--- src/rtl/dual_port_ram_pipelined.sv ---
// True dual-port RAM with independent per-port read/write latency pipelines.
// Define DPRAM_COLLISION_DETECT_EN to enable the o_wr_collision pulse.

module dpram_wr_pipe #(
  parameter int LAT = 2,
  parameter int AW  = 4,
  parameter int DW  = 16,
  parameter int BW  = DW/8
) (
  input  logic          i_clk,
  input  logic          i_rst,
  input  logic          i_req,
  input  logic [BW-1:0] i_be,
  input  logic [AW-1:0] i_addr,
  input  logic [DW-1:0] i_din,
  output logic          o_vld,
  output logic [BW-1:0] o_be,
  output logic [AW-1:0] o_addr,
  output logic [DW-1:0] o_din
);
  if (LAT == 1) begin : g_direct
    assign o_vld  = i_req;
    assign o_be   = i_be;
    assign o_addr = i_addr;
    assign o_din  = i_din;
  end else begin : g_pipe
    localparam int S = LAT - 1;
    logic [S:1]         r_vld;
    logic [S:1][BW-1:0] r_be;
    logic [S:1][AW-1:0] r_addr;
    logic [S:1][DW-1:0] r_din;
    logic [S:0]         w_vld;
    logic [S:0][BW-1:0] w_be;
    logic [S:0][AW-1:0] w_addr;
    logic [S:0][DW-1:0] w_din;

    // Index 0 is the incoming request; index S is the stage that commits.
    assign w_vld  = {r_vld, i_req};
    assign w_be   = {r_be, i_be};
    assign w_addr = {r_addr, i_addr};
    assign w_din  = {r_din, i_din};

    always_ff @(posedge i_clk) begin
      if (i_rst) begin
        r_vld  <= '0;
        r_be   <= '0;
        r_addr <= '0;
        r_din  <= '0;
      end else begin
        r_vld  <= w_vld[S-1:0];
        r_be   <= w_be[S-1:0];
        r_addr <= w_addr[S-1:0];
        r_din  <= w_din[S-1:0];
      end
    end

    assign o_vld  = w_vld[S];
    assign o_be   = w_be[S];
    assign o_addr = w_addr[S];
    assign o_din  = w_din[S];
  end
endmodule

module dpram_rd_pipe #(
  parameter int LAT = 2,
  parameter int DW  = 16
) (
  input  logic          i_clk,
  input  logic          i_rst,
  input  logic          i_req,
  input  logic [DW-1:0] i_dat,
  output logic          o_vld,
  output logic [DW-1:0] o_dat
);
  logic [LAT:1]         r_vld;
  logic [LAT:1][DW-1:0] r_dat;
  logic [LAT:0]         w_vld;
  logic [LAT:0][DW-1:0] w_dat;

  assign w_vld = {r_vld, i_req};
  assign w_dat = {r_dat, i_dat};

  // The last stage is the output register: it only loads on a valid beat so
  // o_dat holds the last returned word between pulses.
  always_ff @(posedge i_clk) begin
    if (i_rst) begin
      r_vld <= '0;
      r_dat <= '0;
    end else begin
      r_vld <= w_vld[LAT-1:0];
      for (int i = 1; i <= LAT; i++) begin
        if (i < LAT || w_vld[i-1]) r_dat[i] <= w_dat[i-1];
      end
    end
  end

  assign o_vld = w_vld[LAT];
  assign o_dat = w_dat[LAT];
endmodule

module dual_port_ram_pipelined #(
  parameter int DATA_WIDTH      = 16,
  parameter int ADDR_WIDTH      = 4,
  parameter int WRITE_LATENCY_A = 3,
  parameter int READ_LATENCY_A  = 2,
  parameter int WRITE_LATENCY_B = 2,
  parameter int READ_LATENCY_B  = 3
) (
  input  logic                    i_clk,
  input  logic                    i_rst,
  input  logic                    i_en_a,
  input  logic                    i_we_a,
  input  logic [DATA_WIDTH/8-1:0] i_be_a,
  input  logic [ADDR_WIDTH-1:0]   i_addr_a,
  input  logic [DATA_WIDTH-1:0]   i_din_a,
  output logic [DATA_WIDTH-1:0]   o_dout_a,
  output logic                    o_valid_a,
  input  logic                    i_en_b,
  input  logic                    i_we_b,
  input  logic [DATA_WIDTH/8-1:0] i_be_b,
  input  logic [ADDR_WIDTH-1:0]   i_addr_b,
  input  logic [DATA_WIDTH-1:0]   i_din_b,
  output logic [DATA_WIDTH-1:0]   o_dout_b,
  output logic                    o_valid_b,
  output logic                    o_wr_collision
);
  localparam int BW    = DATA_WIDTH / 8;
  localparam int DEPTH = 2 ** ADDR_WIDTH;

  logic [DATA_WIDTH-1:0] r_mem [DEPTH];

  logic                  w_cv_a, w_cv_b, w_commit_a, w_commit_b;
  logic [BW-1:0]         w_cbe_a, w_cbe_b;
  logic [ADDR_WIDTH-1:0] w_caddr_a, w_caddr_b;
  logic [DATA_WIDTH-1:0] w_cdin_a, w_cdin_b, w_rdat_a, w_rdat_b;

  dpram_wr_pipe #(.LAT(WRITE_LATENCY_A), .AW(ADDR_WIDTH), .DW(DATA_WIDTH)) u_wr_a (
    .i_clk(i_clk), .i_rst(i_rst), .i_req(i_en_a & i_we_a), .i_be(i_be_a),
    .i_addr(i_addr_a), .i_din(i_din_a),
    .o_vld(w_cv_a), .o_be(w_cbe_a), .o_addr(w_caddr_a), .o_din(w_cdin_a));

  dpram_wr_pipe #(.LAT(WRITE_LATENCY_B), .AW(ADDR_WIDTH), .DW(DATA_WIDTH)) u_wr_b (
    .i_clk(i_clk), .i_rst(i_rst), .i_req(i_en_b & i_we_b), .i_be(i_be_b),
    .i_addr(i_addr_b), .i_din(i_din_b),
    .o_vld(w_cv_b), .o_be(w_cbe_b), .o_addr(w_caddr_b), .o_din(w_cdin_b));

  // A reset edge suppresses any commit, including ones already in flight.
  assign w_commit_a = w_cv_a & ~i_rst;
  assign w_commit_b = w_cv_b & ~i_rst;

  // B's bytes are applied first so A's overlapping bytes take priority.
  always_ff @(posedge i_clk) begin
    for (int k = 0; k < BW; k++) begin
      if (w_commit_b && w_cbe_b[k]) r_mem[w_caddr_b][8*k +: 8] <= w_cdin_b[8*k +: 8];
      if (w_commit_a && w_cbe_a[k]) r_mem[w_caddr_a][8*k +: 8] <= w_cdin_a[8*k +: 8];
    end
  end

  assign w_rdat_a = r_mem[i_addr_a];
  assign w_rdat_b = r_mem[i_addr_b];

  dpram_rd_pipe #(.LAT(READ_LATENCY_A), .DW(DATA_WIDTH)) u_rd_a (
    .i_clk(i_clk), .i_rst(i_rst), .i_req(i_en_a & ~i_we_a), .i_dat(w_rdat_a),
    .o_vld(o_valid_a), .o_dat(o_dout_a));

  dpram_rd_pipe #(.LAT(READ_LATENCY_B), .DW(DATA_WIDTH)) u_rd_b (
    .i_clk(i_clk), .i_rst(i_rst), .i_req(i_en_b & ~i_we_b), .i_dat(w_rdat_b),
    .o_vld(o_valid_b), .o_dat(o_dout_b));

`ifdef DPRAM_COLLISION_DETECT_EN
  logic r_coll;
  always_ff @(posedge i_clk) begin
    if (i_rst) r_coll <= 1'b0;
    else       r_coll <= w_commit_a & w_commit_b & (w_caddr_a == w_caddr_b) &
                         (|(w_cbe_a & w_cbe_b));
  end
  assign o_wr_collision = r_coll;
`else
  assign o_wr_collision = 1'b0;
`endif
endmodule

--- config.mk ---
export PLATFORM = sky130hd
export DESIGN_NAME = dual_port_ram_pipelined
export DESIGN_NICKNAME = d
export VERILOG_FILES = /design/src/rtl/dual_port_ram_pipelined.sv
export SDC_FILE = /design/constraint.sdc
export NUM_CORES = 1
export LEC_CHECK = 0
export CORE_MARGIN = 3
export CORE_UTILIZATION = 50
export CTS_BUF_LIST = sky130_fd_sc_hd__clkbuf_8
export CTS_CLUSTER_DIAMETER = 60
export CTS_CLUSTER_SIZE = 16
export DETAILED_ROUTE_END_ITERATION = 8
export PLACE_DENSITY = 0.68
export SLEW_MARGIN = 10
export SYNTH_ARGS = -nofsm -noshare
export SYNTH_HDL_FRONTEND = slang
export SYNTH_SLANG_ARGS = --single-unit
--- constraint.sdc ---
create_clock -name i_clk -period 3.4 [get_ports i_clk]
set_input_delay 0.68 -clock i_clk [delete_from_list [all_inputs] [get_ports i_clk]]
set_output_delay 0.68 -clock i_clk [all_outputs]
set_load 0.05 [all_outputs]
## Word-level counts from Yosys, hierarchy flattened

Memories as Yosys holds them, arrays and structs flattened. A register that Yosys moved wholly into a read port is not among the register bits.
Index checks and enable logic that the tools add are counted.

- Multiplexer cells: 8
- Bitwise operators: 9
- Reduce and logical (&&, ||, !) cells: 4

Operator list:

| cell | number |
|---|---|
| $mux W1 | 8 |
| $and A1 B1 Y1 | 6 |
| $logic_and A1 B1 Y1 | 4 |
| $not A1 Y1 | 3 |

- Register bits after elaboration: 122
- Word-level logic and storage cells: 38
- Memories kept: 1
- Output and inout bits: 35
- Input bits: 50
- Memory bits (writable): 256

Memory list:

| name | depth | bits a word | read ports | clocked after memory_dff | wr ports | line | RTL |
|---|---|---|---|---|---|---|---|
| r_mem | 16 | 16 | 2 | 2 | 2 | 130 | `logic [DATA_WIDTH-1:0] r_mem [DEPTH];` |

## Longest topological paths before layout

Gate-level depths: netlist (run 1).

- Depth in word-level cells: 5
- Mapped depth: 7
- Depth with buffers taken out: 4

## By module

A second synthesis (run 1) with hierarchy kept.

- Cell total of the unflattened synthesis: 1349
- Area, all modules: 20229.4 um^2

By module, submodules not included:

| module | cells an instance | seq. area each (um^2) | area each (um^2) | times used |
|---|---|---|---|---|
| dual_port_ram_pipelined | 937 | 7687.4 | 15346.0 | 1 |
| dpram_rd_pipe at u_rd_b | 141 | 1021.0 | 1639.1 | 1 |
| dpram_wr_pipe at u_wr_a | 118 | 920.9 | 1395.1 | 1 |
| dpram_rd_pipe at u_rd_a | 105 | 680.7 | 1179.9 | 1 |
| dpram_wr_pipe at u_wr_b | 48 | 460.4 | 669.4 | 1 |

## Worst setup path after synthesis (run 1)

No wires, ideal clock.

- Path kind: input port to flip-flop
- From: in i_rst
- To: mem r_mem[6][10], enable pin
- Setup time: 0.376 ns
- Arrival time: 2.002 ns
- Buffers on the path: 2
- Path slack: 1.022 ns
- Stages: 5
- Required time: 3.024 ns
- Path through: buf_6 -> nand3b_4 -> or3b_1 -> buf_6 -> o22ai_1

RTL lines:

| element | line | RTL |
|---|---|---|
| from (decl) | 110 | `input logic i_rst,` |
| to (decl) | 130 |  |

==> results of run 1 <==
[worst max-delay path by stage]
| stage | startpoint | endpoint | cells after the start |
|---|---|---|---|
| floorplan | i_rst | r_mem[6][10]$_DFFE_PP_ | 5 |
| global placement | i_addr_a[2] | u_rd_a.r_dat[13]$_SDFF_PP0_ | 5 |
| detailed placement | i_addr_a[2] | u_rd_a.r_dat[13]$_SDFF_PP0_ | 5 |
| CTS | i_addr_a[2] | u_rd_a.r_dat[13]$_SDFF_PP0_ | 5 |
| global route | i_addr_a[2] | u_rd_a.r_dat[8]$_SDFF_PP0_ | 5 |
| finish | i_addr_a[2] | u_rd_a.r_dat[8]$_SDFF_PP0_ | 5 |
[cell type report]
class / instances / area [um2]
multi-input combinational: 900 / 8556
inverter: 3 / 11.26
clock buffer: 40 / 550.5
clock inverter: 24 / 244.0
sequential: 410 / 10770
fill: 3206 / 17060
tap: 518 / 648.1
timing repair buffer: 150 / 1350
[through the flow]
step           utilization (%)  setup WS (ns)
6_report                 56.47         0.8240
3_3_place_gp             54.44         0.2862
3_5_place_dp             54.44         0.2116
5_1_grt                  56.47         0.7448
2_1_floorplan                -          1.022
4_1_cts                  56.47         0.8493
[cells by family after synthesis]
| logic type | share of synthesized area [%] |
|---|---|
| AO/OA/AOI/OAI | 4.833 |
| buffers and inverters | 3.974 |
| flip-flops | 53.54 |
| multiplexers | 29.46 |
| other | 0.01864 |
| AND/OR/NAND/NOR | 8.173 |
[sequential cells by signal, summed over array words and instances (netlist names), 2 cells and up]
name                  cells
u_wr_a.g_pipe.r_addr      4
u_wr_b.o_addr             4
u_rd_b.o_dat             16
u_wr_b.o_din             16
u_rd_a.r_vld              2
u_rd_a.r_dat             16
u_wr_b.o_be               2
u_wr_a.g_pipe.r_vld       2
u_wr_a.g_pipe.r_be        2
u_wr_a.o_addr             4
u_rd_a.o_dat             16
u_wr_a.o_be               2
u_rd_b.r_vld              3
u_wr_a.o_din             16
u_rd_b.r_dat             32
u_wr_a.g_pipe.r_din      16
r_mem                   256
[metal layers]
layer	global-route usage, %	wire length, um
met1	36.36	23100
met2	37.33	23290
met3	5.473	5073
met4	7.903	1489
met5	1.267	92
[placed cells by master (no fill, tap or decap), types with 16 or more instances in the layout]
| cell type | Yosys | final |
|---|---|---|
| nand2b_1 | 16 | 16 |
| nor2b_1 | 96 | 94 |
| clkdlybuf4s50_1 | 0 | 79 |
| mux2_2 | 253 | 253 |
| buf_4 | 48 | 67 |
| a22oi_1 | 71 | 71 |
| nand3_1 | 36 | 36 |
| o22ai_1 | 21 | 21 |
| clkbuf_8 | 0 | 40 |
| o21ai_0 | 26 | 24 |
| nor2_1 | 42 | 41 |
| nand2_1 | 27 | 27 |
| mux4_2 | 55 | 55 |
| dfxtp_1 | 154 | 154 |
| edfxtp_1 | 256 | 256 |
| mux2i_1 | 177 | 177 |
[worst max-delay path: stages]
cell and delay (ns):
clkdlybuf4s50_1 0.59, and2_1 0.43, a22o_1 0.27, a2111oi_0 0.96, a221o_1 0.21
[where the power goes]
group | internal, mW | switching, mW | leakage (nW)
Clock | 1.43 | 1.74 | 0.448
Sequential | 5.37 | 0.137 | 3.44
Combinational | 0.392 | 0.400 | 4.16
Total | 7.19 | 2.28 | 8.05
[cell usage after synthesis (2+ instances only)]
| cell | n |
|---|---|
| nor2b_1 | 96 |
| and2_1 | 2 |
| o22ai_1 | 21 |
| nand4_1 | 4 |
| a211oi_1 | 6 |
| mux4_2 | 55 |
| nor3b_1 | 2 |
| a22oi_1 | 71 |
| o21ai_0 | 26 |
| a2111oi_0 | 3 |
| or2_2 | 3 |
| buf_4 | 48 |
| a221o_1 | 3 |
| buf_1 | 4 |
| a22o_1 | 5 |
| clkbuf_1 | 73 |
| a21oi_1 | 5 |
| edfxtp_1 | 256 |
| nand2b_1 | 16 |
| nand3_2 | 3 |
| nand4b_2 | 2 |
| buf_2 | 21 |
| mux2i_1 | 177 |
| nand2_1 | 27 |
| nor2_8 | 8 |
| inv_1 | 2 |
| mux2_1 | 6 |
| and3b_1 | 2 |
| mux2_2 | 253 |
| dfxtp_1 | 154 |
| buf_6 | 3 |
| nand3_1 | 36 |
| nor2_1 | 42 |
| nor2_2 | 12 |
| nand2_2 | 4 |
==> qor.csv, run 1 <==
stage;metric;value;unit
floorplan;Core Footprint;0.03919;mm2
min_path;Hold Path Class;input pin to register;
sta;f_max;388.2;MHz
floorplan;num rows;72;
min_path;Worst Hold Depth;2;
clock_network;Num CTS Buffers;36;
clock_network;Clk Latency, worst-skew pair;0.61;ns
clock_network;TritonCTS clock tree;done;
logic_synthesis;yosys synthesis warning count;0;
place;DP HPWL;36050;um
finish;non-filler cells, final;2045;
min_path;min-delay src;i_rst;
logic_synthesis;dominant synthesized flop cell;edfxtp_1;
clock_network;Post-CTS Hold Fix Bufs;0;
floorplan;initial core utilization;51.33;%
pwr;Peak VDD IR;0.1938;mV
logic_synthesis;area leader, netlist;edfxtp_1;
sta;final hold slack;0.3761;ns
pwr;power per cell area;428.0;mW/mm2
critical_path;Data required, critical path;3.96;ns
critical_path;cell count of the worst reg-to-reg path;4;
clock_network;CTS resizes;0;
critical_path;critical path type;input pin to register;
finish;Final nets;1551;
logic_synthesis;FFs w/ async S/R, synth;0;%
clock_network;Post-CTS Setup Bufs;0;
place;routability cong.;0.8737;
clock_network;Num Clock Sinks;410;
clock_network;H-tree levels;2;
finish;# diodes;0;
global_routing;global route overflow;0;
sta;RSZ-0062 raised after global routing;no;
floorplan;die area;0.04268;mm2
global_routing;largest net degree at the start of global routing;65;
logic_synthesis;Mapped Cells;1462;
critical_path;R2R Setup Slk;0.96;ns
sta;Max Slew Vio Count;0;
critical_path;WP data arrival;3.13;ns
route;Total Wirelength;53050;um
route;Vias;12500;
sta;Worst Tran Pin Value;1.174;ns
global_routing;GRT Resource Usage Total;24.95;%
critical_path;crit path capture type;register;
status;outcome;completed;
logic_synthesis;sequential cell area fraction in the yosys report;53.54;%
clock_network;CTS root buf;clkbuf_8;
sta;Setup TNS;0;ns
sta;final setup vio count;0;
clock_network;Clock Path Buffers;3;
pwr;leakage;8.048;nW
sta;period utilization;75.77;%
finish;Syn-to-layout area delta;10.01;%
flow_run;Max Cap Viol;0;
critical_path;CP max FO;9;
route;first-pass detailed-route iteration total;5;
floorplan;Die Y;206.6;um
sta;Period minus WS final;2.576;ns
sta;final clock skew;0.02964;ns
route;Initial DRC Count;1365;
logic_synthesis;largest cells by area after synthesis;edfxtp_1 38%, dfxtp_1 15%, mux2_2 14%;
critical_path;reg2reg start;u_wr_a.g_pipe.r_vld[2]$_SDFF_PP0_;
logic_synthesis;post-synthesis register bit count;410;
logic_synthesis;Synth top area share;38.21;%
route;Via-to-Cell Ratio;6.111;
route;Final ANT Viol Nets;0;
global_routing;first-pass GRT wire length;78840;um
logic_synthesis;post-synth cell types;46;
place;Placement Cell Area;0.02133;mm2
critical_path;crit path launch type;input pin;
sta;Slew HR;21.18;%
pwr;Tot Pwr;9.472;mW
logic_synthesis;Post-synth EDFFs;256;
critical_path;reg-to-reg endpoint;r_mem[5][1]$_DFFE_PP_;
finish;share of cells above drive strength 1;30.91;%
logic_synthesis;Synth Cell Area;0.02012;mm2
clock_network;Reg clk slew, reported paths;0.11;ns
place;number of placed instances, taps included;1981;
sta;Hold Fails Final Rpt;0;
route;DRC viols;0;
logic_synthesis;Mapped Avg Cell Area;13.76;um2
place;Port Buffers;83;
route;Wirelength per Cell;25.94;um
finish;final instance area;0.02213;mm2
global_routing;initial antenna violation count;1;
logic_synthesis;Post-Syn Nets;1512;
floorplan;Ports;85;
floorplan;Die X;206.6;um
min_path;worst hold path endpoint;u_wr_a.o_addr[2]$_SDFF_PP0_;
global_routing;vias in the first global route;12310;
No activity file was read; power rests on OpenSTA's default activity.
==> run 2: changes to the inputs <==
PLACE_DENSITY = 0.7   (was 0.68)
clock period = 2.3 ns   (was 3.4 ns; I/O delays follow)
==> run 2 against run 1 <==
Net effect: power increased by 45%; first-iteration DRC count decreased by 3.3%; non-clock buffer count increased by 55; clock skew grew 0.0012 ns; sequential share of layout area is 1.4 points lower; die area unchanged; design area grew 3.0%; combinational power rose by 57%; final cell count grew 2.7%; core utilization grew 1.7 points; clock-buffer cell count is 1 lower; register-to-register slack worse by 0.70 ns; critical endpoint is now o_dout_a[6].
==> qor.csv, run 2 (synthesis results as in run 1) <==
stage;metric;value;unit;change
finish;Syn-to-layout area delta;13.29;%;
global_routing;first-pass GRT wire length;78760;um;-0.11%
critical_path;WP data arrival;1.77;ns;-1.36 ns
route;Vias;12830;;+2.6%
sta;period utilization;97.15;%;
global_routing;GR Layer Usage met3;5.567;%;+0.094 points
critical_path;crit path launch type;register;;
global_routing;largest net degree at the start of global routing;65;;unchanged
sta;f_max;447.5;MHz;
critical_path;crit path capture type;output pin;;
critical_path;critical path, cell by cell;clkdlybuf4s50_1;;
status;outcome;completed;;
sta;Hold Fails Final Rpt;0;;unchanged
floorplan;initial core utilization;51.33;%;unchanged
finish;final instance area;0.02279;mm2;+3.0%
finish;Largest regs;r_mem: 256 flops, u_rd_b.r_dat: 32 flops;;
global_routing;met2 Resource Use GR;37.41;%;+0.071 points
route;DRC viols;0;;unchanged
finish;Final nets;1606;;+3.5%
critical_path;crit-path max cell delay;0.81;ns;-0.15 ns
route;Total Wirelength;52860;um;-0.35%
flow_run;Max Cap Viol;0;;unchanged
clock_network;Clock Path Buffers;3;;unchanged
global_routing;GRT Resource Usage Total;24.86;%;-0.086 points
global_routing;GRT busiest layer;met2;;
clock_network;Clk Latency, worst-skew pair;0.61;ns;about the same
finish;number of flip-flops in the largest register;256;;unchanged
sta;final hold slack;0.3216;ns;-0.05446 ns
finish;non-filler cells, final;2101;;+2.7%
global_routing;initial antenna violation count;1;;unchanged
clock_network;Reg clk slew, reported paths;0.10;ns;about the same
sta;final setup vio count;0;;unchanged
place;routability cong.;0.9211;;+5.4%
place;number of placed instances, taps included;2036;;+2.8%
sta;Worst Tran Pin Value;0.7224;ns;-0.4520 ns
floorplan;die area;0.04268;mm2;unchanged
floorplan;Die Y;206.6;um;unchanged
clock_network;CTS root buf;clkbuf_8;;
critical_path;family with the most delay on the worst path;buffers and inverters;;
floorplan;Ports;85;;unchanged
place;DP Worst Slack;-0.2639;ns;-0.4755 ns
clock_network;TritonCTS clock tree;done;;
pwr;Tot Pwr;13.77;mW;+45%
sta;RSZ-0062 raised after global routing;no;;
route;Initial DRC Count;1320;;-3.3%
finish;Largest Register;r_mem;;
finish;most frequent cells in the layout;256 x edfxtp_1, 253 x mux2_2, 177 x mux2i_1, 154 x dfxtp_1, 97 x buf_4;;
place;Port Buffers;83;;unchanged
sta;final clock skew;0.03081;ns;+0.001170 ns
critical_path;CP max FO;2;;-7
route;Via-to-Cell Ratio;6.105;;about the same
min_path;Hold Path Class;input pin to register;;
critical_path;Slowest-stage cell, CP;clkdlybuf4s50_1;;
clock_network;Num CTS Buffers;36;;unchanged
floorplan;Core Footprint;0.03919;mm2;unchanged
floorplan;Die X;206.6;um;unchanged
finish;Fill cells;3091;;-3.6%
sta;final worst slack;0.06547;ns;-0.7585 ns
global_routing;met1 GRT Util;36.61;%;+0.25 points
pwr;Peak VDD IR;0.2791;mV;+44%
clock_network;Post-CTS Hold Fix Bufs;0;;unchanged
sta;Slew HR;51.77;%;+31 points
clock_network;CTS resizes;0;;unchanged
pwr;leakage;8.375;nW;+4.1%
critical_path;CP bufs+invs;1;;unchanged
finish;commonest non-fill, non-tap cell in the layout;edfxtp_1;;
clock_network;Post-CTS Setup Bufs;0;;unchanged
finish;share of cells above drive strength 1;33.25;%;+2.3 points
critical_path;critical path type;register to output pin;;
global_routing;global route overflow;0;;unchanged
clock_network;H-tree levels;2;;unchanged
route;Final ANT Viol Nets;0;;unchanged
clock_network;Num Clock Sinks;410;;unchanged
pwr;power per cell area;604.3;mW/mm2;+41%
place;DP HPWL;35970;um;-0.22%
route;Wirelength per Cell;25.16;um;-3.0%
global_routing;vias in the first global route;12530;;+1.8%
floorplan;num rows;72;;unchanged
sta;Period minus WS final;2.235;ns;
critical_path;Data required, critical path;1.84;ns;-2.12 ns
route;first-pass detailed-route iteration total;6;;+1
sta;Max Slew Vio Count;0;;unchanged
place;Placement Cell Area;0.02206;mm2;+3.4%
[run 2: worst reg2reg max path: stages (launching register included)]
cell      delay, ns
dfxtp_1        0.47
nand3b_4       0.13
or3b_1         0.43
buf_4          0.21
nor2_8         0.19
mux2_2         0.36
[run 2: stage by stage]
stage / TNS (ns) / utilization (%)
detailed placement: -0.5723 / 56.29
global placement: -0.6373 / 56.29
finish: 0 / 58.15
floorplan: 0 / -
CTS: 0 / 58.15
global route: 0 / 58.15
[run 2: per-layer routing]
layer / part of all wire (%) / wire [um] / up-vias
li1: - / - / 5685
met1: 43 / 22600 / 6346
met2: 44 / 23360 / 705
met3: 11 / 5626 / 89
met4: 2.4 / 1265 / 2
met5: 0.025 / 13 / -
[run 2: layout make-up]
cell class              count  area [um2]  area share (%)
multi-input cells         900        8552           37.53
well taps                 518       648.1           2.844
clock buffers              39       536.8           2.355
clock inverters            25       192.7          0.8455
flip-flops and latches    410       10770           47.26
repair buffers            205        2076           9.108
diodes                      1       2.502         0.01098
inverters                   3       11.26         0.04941
[run 2: worst paths after layout]
check	to	cells after the start	slack [ns]	startpoint
setup reg to reg	r_mem[2][9]$_DFFE_PP_	5	0.26	u_wr_a.o_be[1]$_SDFF_PP0_
hold / removal	u_wr_a.o_addr[3]$_SDFF_PP0_	4	0.32	i_rst
setup / recovery	o_dout_a[6]	1	0.07	u_rd_a.o_dat[6]$_SDFFE_PP0P_
hold reg to reg	u_rd_b.r_dat[16]$_SDFF_PP0_	1	0.44	u_rd_b.r_dat[0]$_SDFF_PP0_
[run 2: where the power goes]
part           switching [mW]  internal (mW)  total, mW
clock network            2.54           1.86       4.40
logic                   0.615          0.629       1.24
registers               0.192           7.93       8.12
total                    3.35           10.4       13.8
==> edit 1 (config.mk and constraints of run 1) <==
Register the output `o_dout_b`; this adds one clock of latency there. The other outputs are not delayed to match.
--- a/src/rtl/dual_port_ram_pipelined.sv
+++ b/src/rtl/dual_port_ram_pipelined.sv
@@ -128,4 +128,6 @@
   localparam int DEPTH = 2 ** ADDR_WIDTH;
 
+  logic [DATA_WIDTH-1:0] o_dout_b_d;
+
   logic [DATA_WIDTH-1:0] r_mem [DEPTH];
 
@@ -166,5 +168,5 @@
   dpram_rd_pipe #(.LAT(READ_LATENCY_B), .DW(DATA_WIDTH)) u_rd_b (
     .i_clk(i_clk), .i_rst(i_rst), .i_req(i_en_b & ~i_we_b), .i_dat(w_rdat_b),
-    .o_vld(o_valid_b), .o_dat(o_dout_b));
+    .o_vld(o_valid_b), .o_dat(o_dout_b_d));
 
 `ifdef DPRAM_COLLISION_DETECT_EN
@@ -179,4 +181,8 @@
   assign o_wr_collision = 1'b0;
 `endif
+  always_ff @(posedge i_clk) begin
+    o_dout_b <= o_dout_b_d;
+  end
+
 endmodule
 
Formal check against the unedited RTL: not equivalent (Yosys sat finds a counterexample within 10 cycles, from zero or initial values and one cycle with i_rst high).
==> edit 1 against run 1 <==
Total power increased by 0.99%. Area after synthesis increased by 1.0%. Combinational power increased by 0.9%. Critical path depth unchanged. Global-route usage decreased by 0.80 points. Sequential cell count increased by 16. Final cell count increased by 0.24%. Worst setup slack improved by 0.077 ns. Wire length increased by 0.12%. Worst hold slack got worse by 0.022 ns. Design area increased by 1.1%. Die area increased by 0.97%.
==> edit 1: results (changes against run 1) <==
[finish]
seq_cell_count=426  ; +3.9%
num-clock-buffers=41  ; +2.5%
fillerInstances=3237  ; +0.97%
buffer_area_share_pct=5.85  ; -0.25 points
drive_gt1_share_pct=31.1  ; +0.17 points
multi_input_gates=890  ; -1.1%

[logic_synthesis]
yosysSeqAreaShare_pct=54.6  ; +1.0 points
synth_compound_area_share_pct=4.27  ; -0.56 points
synthMuxAreaShare_pct=29.9  ; +0.43 points
synthTopCellsByCount=edfxtp_1, mux2_2, mux2i_1, dfxtp_1, nor2b_1
syn_nets=1502  ; -0.66%
ys_types=48  ; +4.3%

[route]
route.vias.total=12595  ; +0.78%
wl_met3_mm=4.80  ; -5.4%
wl_mm=53.1  ; +0.12%
top_layer=met4
met1Wirelength_mm=23.6  ; +2.4%
avgRoutedWirePerCell_um=25.9  ; -0.12%

[grt]
track_usage_pct=24.1  ; -0.80 points
grt_max_degree=63  ; -3.1%
grt_pass1_wl_mm=79.3  ; +0.56%

[critical_path]
crit_start=i_addr_a[3]
r2r_end=r_mem[5][3]
r2r_start=u_wr_a.o_addr[2]
max_stage_delay_ns=0.80  ; -0.16 ns
cp_max_fo=16  ; +7

[placement]
post-dp-hpwl_mm=35.5  ; -1.6%

[sta]
finClkSkew_ns=0.0351  ; +0.00543 ns

[status]
status=finished clean

[die]
core.rowCount=73  ; +1.4%

==> edit 1: cell count changes after synthesis, moves of 8 or more <==
cell and change:
buf_4 -18, dfxtp_1 +16, a22oi_1 -23, o21ai_0 +13, mux4_2 +8, a221oi_1 +13
==> edit 1: worst min path at each step <==
| stage | end | slack, ns | cells past startpoint |
|---|---|---|---|
| final | o_dout_b[7] | 0.35 | 0 |
| after global routing | o_dout_b[7] | 0.36 | 0 |
| after CTS | o_dout_b[7] | 0.35 | 0 |
| after global placement | o_dout_b[8] | 0.34 | 0 |
| after floorplan | o_dout_b[0] | 0.33 | 0 |
| after detailed placement | o_dout_b[7] | 0.34 | 0 |
==> edit 1: metal layers <==
metal,global-route usage [%],vias up
met4,5.90,0
met2,36.1,547
met1,36.8,6383
met3,4.29,79
met5,0,-
li1,-,5586
==> edit 1: report_power, final <==
part           internal, W  leakage [nW]  switching [W]
logic             0.000391          4.13       0.000408
registers          0.00555          3.57       0.000142
clock network      0.00131         0.421        0.00177
total              0.00725          8.12        0.00231
==> edit 2 (settings of run 1) <==
Without the edit above. Change the parameter `WRITE_LATENCY_A` from 3 to 2.
--- a/src/rtl/dual_port_ram_pipelined.sv
+++ b/src/rtl/dual_port_ram_pipelined.sv
@@ -102,5 +102,5 @@
   parameter int DATA_WIDTH      = 16,
   parameter int ADDR_WIDTH      = 4,
-  parameter int WRITE_LATENCY_A = 3,
+  parameter int WRITE_LATENCY_A = 2,
   parameter int READ_LATENCY_A  = 2,
   parameter int WRITE_LATENCY_B = 2,
Formal check against the unedited RTL: not equivalent (a bounded check fails within 10 cycles, from zero or initial values and one cycle with i_rst high).
==> edit 2 against run 1 <==
Design area shrank 2.3%. Clock skew up 0.0066 ns. Worst setup slack improved by 0.099 ns. Largest cell class unchanged. Total power fell by 4.2%. Area after synthesis fell by 2.4%. Combinational power down 1%. Critical endpoint is now u_rd_a.r_dat[13]. Sequential cell count fell by 23. Wire length is 0.57% lower.
==> edit 2: results (changes against run 1) <==
[worst_hold_path]
min_to=u_wr_b.o_addr[0]
min_from=i_addr_b[0]

[placement]
place_congestion=0.876  ; +0.27%

[status]
status=finished clean

[critical_path]
crit_arrival_ns=2.90  ; -0.23 ns
crit_start=i_addr_a[1]
worstSetupEndpoint=u_rd_a.r_dat[13]
crit_family=buffers and inverters
cp_slowest_cell=clkdlybuf4s50_1
r2r_end=r_mem[10][4]
rrSetupSlack_ns=0.99  ; +0.03 ns

[power]
p_leak_nw=8.34  ; +3.6%
ir_drop_mv=0.183  ; -5.5%

[route]
met1Wirelength_mm=22.7  ; -1.6%
drt-initial-drc-count=1278  ; -6.4%
wl_met2_mm=23.6  ; +1.3%
wl_met3_mm=5.29  ; +4.2%
via_per_inst=6.26  ; +2.4%

[logic_synthesis]
synthTopCellsByCount=mux2_2, edfxtp_1, mux2i_1, dfxtp_1, a22oi_1
synth.area.top_cells=edfxtp_1, mux2_2, dfxtp_1, mux2i_1, mux4_2
ys_types=48  ; +4.3%

[cts]
cts-buffers-inserted=35  ; -2.8%
clock_latency_ns=0.59  ; -0.02 ns
clkSlewWorstSetupHoldPaths_ns=0.09  ; -0.02 ns

[finish]
fillerInstances=3115  ; -2.8%
drive_gt1_share_pct=30.2  ; -0.68 points

[grt]
grt_max_degree=61  ; -6.2%
grt_pass1_wl_mm=78.3  ; -0.66%

edit 2: changes by cell type after synthesis, moves of 7 or more:
cell	delta
nor2_2	-12
mux4_2	-12
o221ai_1	+7
nand3_1	+10
nor2b_1	-28
dfxtp_1	-23
mux2i_1	+24
a221oi_1	+7
clkbuf_1	-9
nor2_4	+14
edit 2: kinds of logic after synthesis:
logic type	count (synthesis)	share of synthesized area (%)
AOI/OAI and AO/OA	142	4.96
DFF	387	52.5
and+or+nand+nor	254	8.27
buffers and inverters	147	3.92
muxes	508	30.3
other	1	0.0191
edit 2: worst register-to-register path, delay by kind of cell, from the launching register on:
kind	cells	cell delay [ns]
flops	1	0.61
mux	1	0.40
simple gates	2	1.16
edit 2: layer usage:
metal	vias to the layer above	track usage (%)
li1	5508	-
met1	6331	36.5
met2	632	38.1
met3	78	5.92
met4	2	6.17
met5	-	0
edit 2: through the flow:
stage	cells	cell area [sq um]	setup WS (ns)
3_3_place_gp	1941	20800	0.280
5_1_grt	2006	21600	0.896
4_1_cts	2006	21600	0.938
3_5_place_dp	1943	20800	0.446
2_1_floorplan	1439	19600	1.12
6_report	2006	21600	0.923
edit 2: final cells by class:
cell class | instances | area, sq um | share of cell area (%)
Sequential cell | 387 | 10300 | 47.7
Multi-Input combinational cell | 905 | 8560 | 39.6
Timing Repair Buffer | 137 | 1320 | 6.08
Tap cell | 511 | 639 | 2.96
Clock buffer | 39 | 537 | 2.48
Clock inverter | 24 | 239 | 1.11
Inverter | 3 | 11.3 | 0.0521
edit 2: where the power goes:
group          switching, W  internal [W]  leakage (nW)
Sequential         0.000147       0.00507          3.74
Clock               0.00166       0.00141         0.430
Combinational      0.000405      0.000379          4.16
Total               0.00221       0.00686          8.34
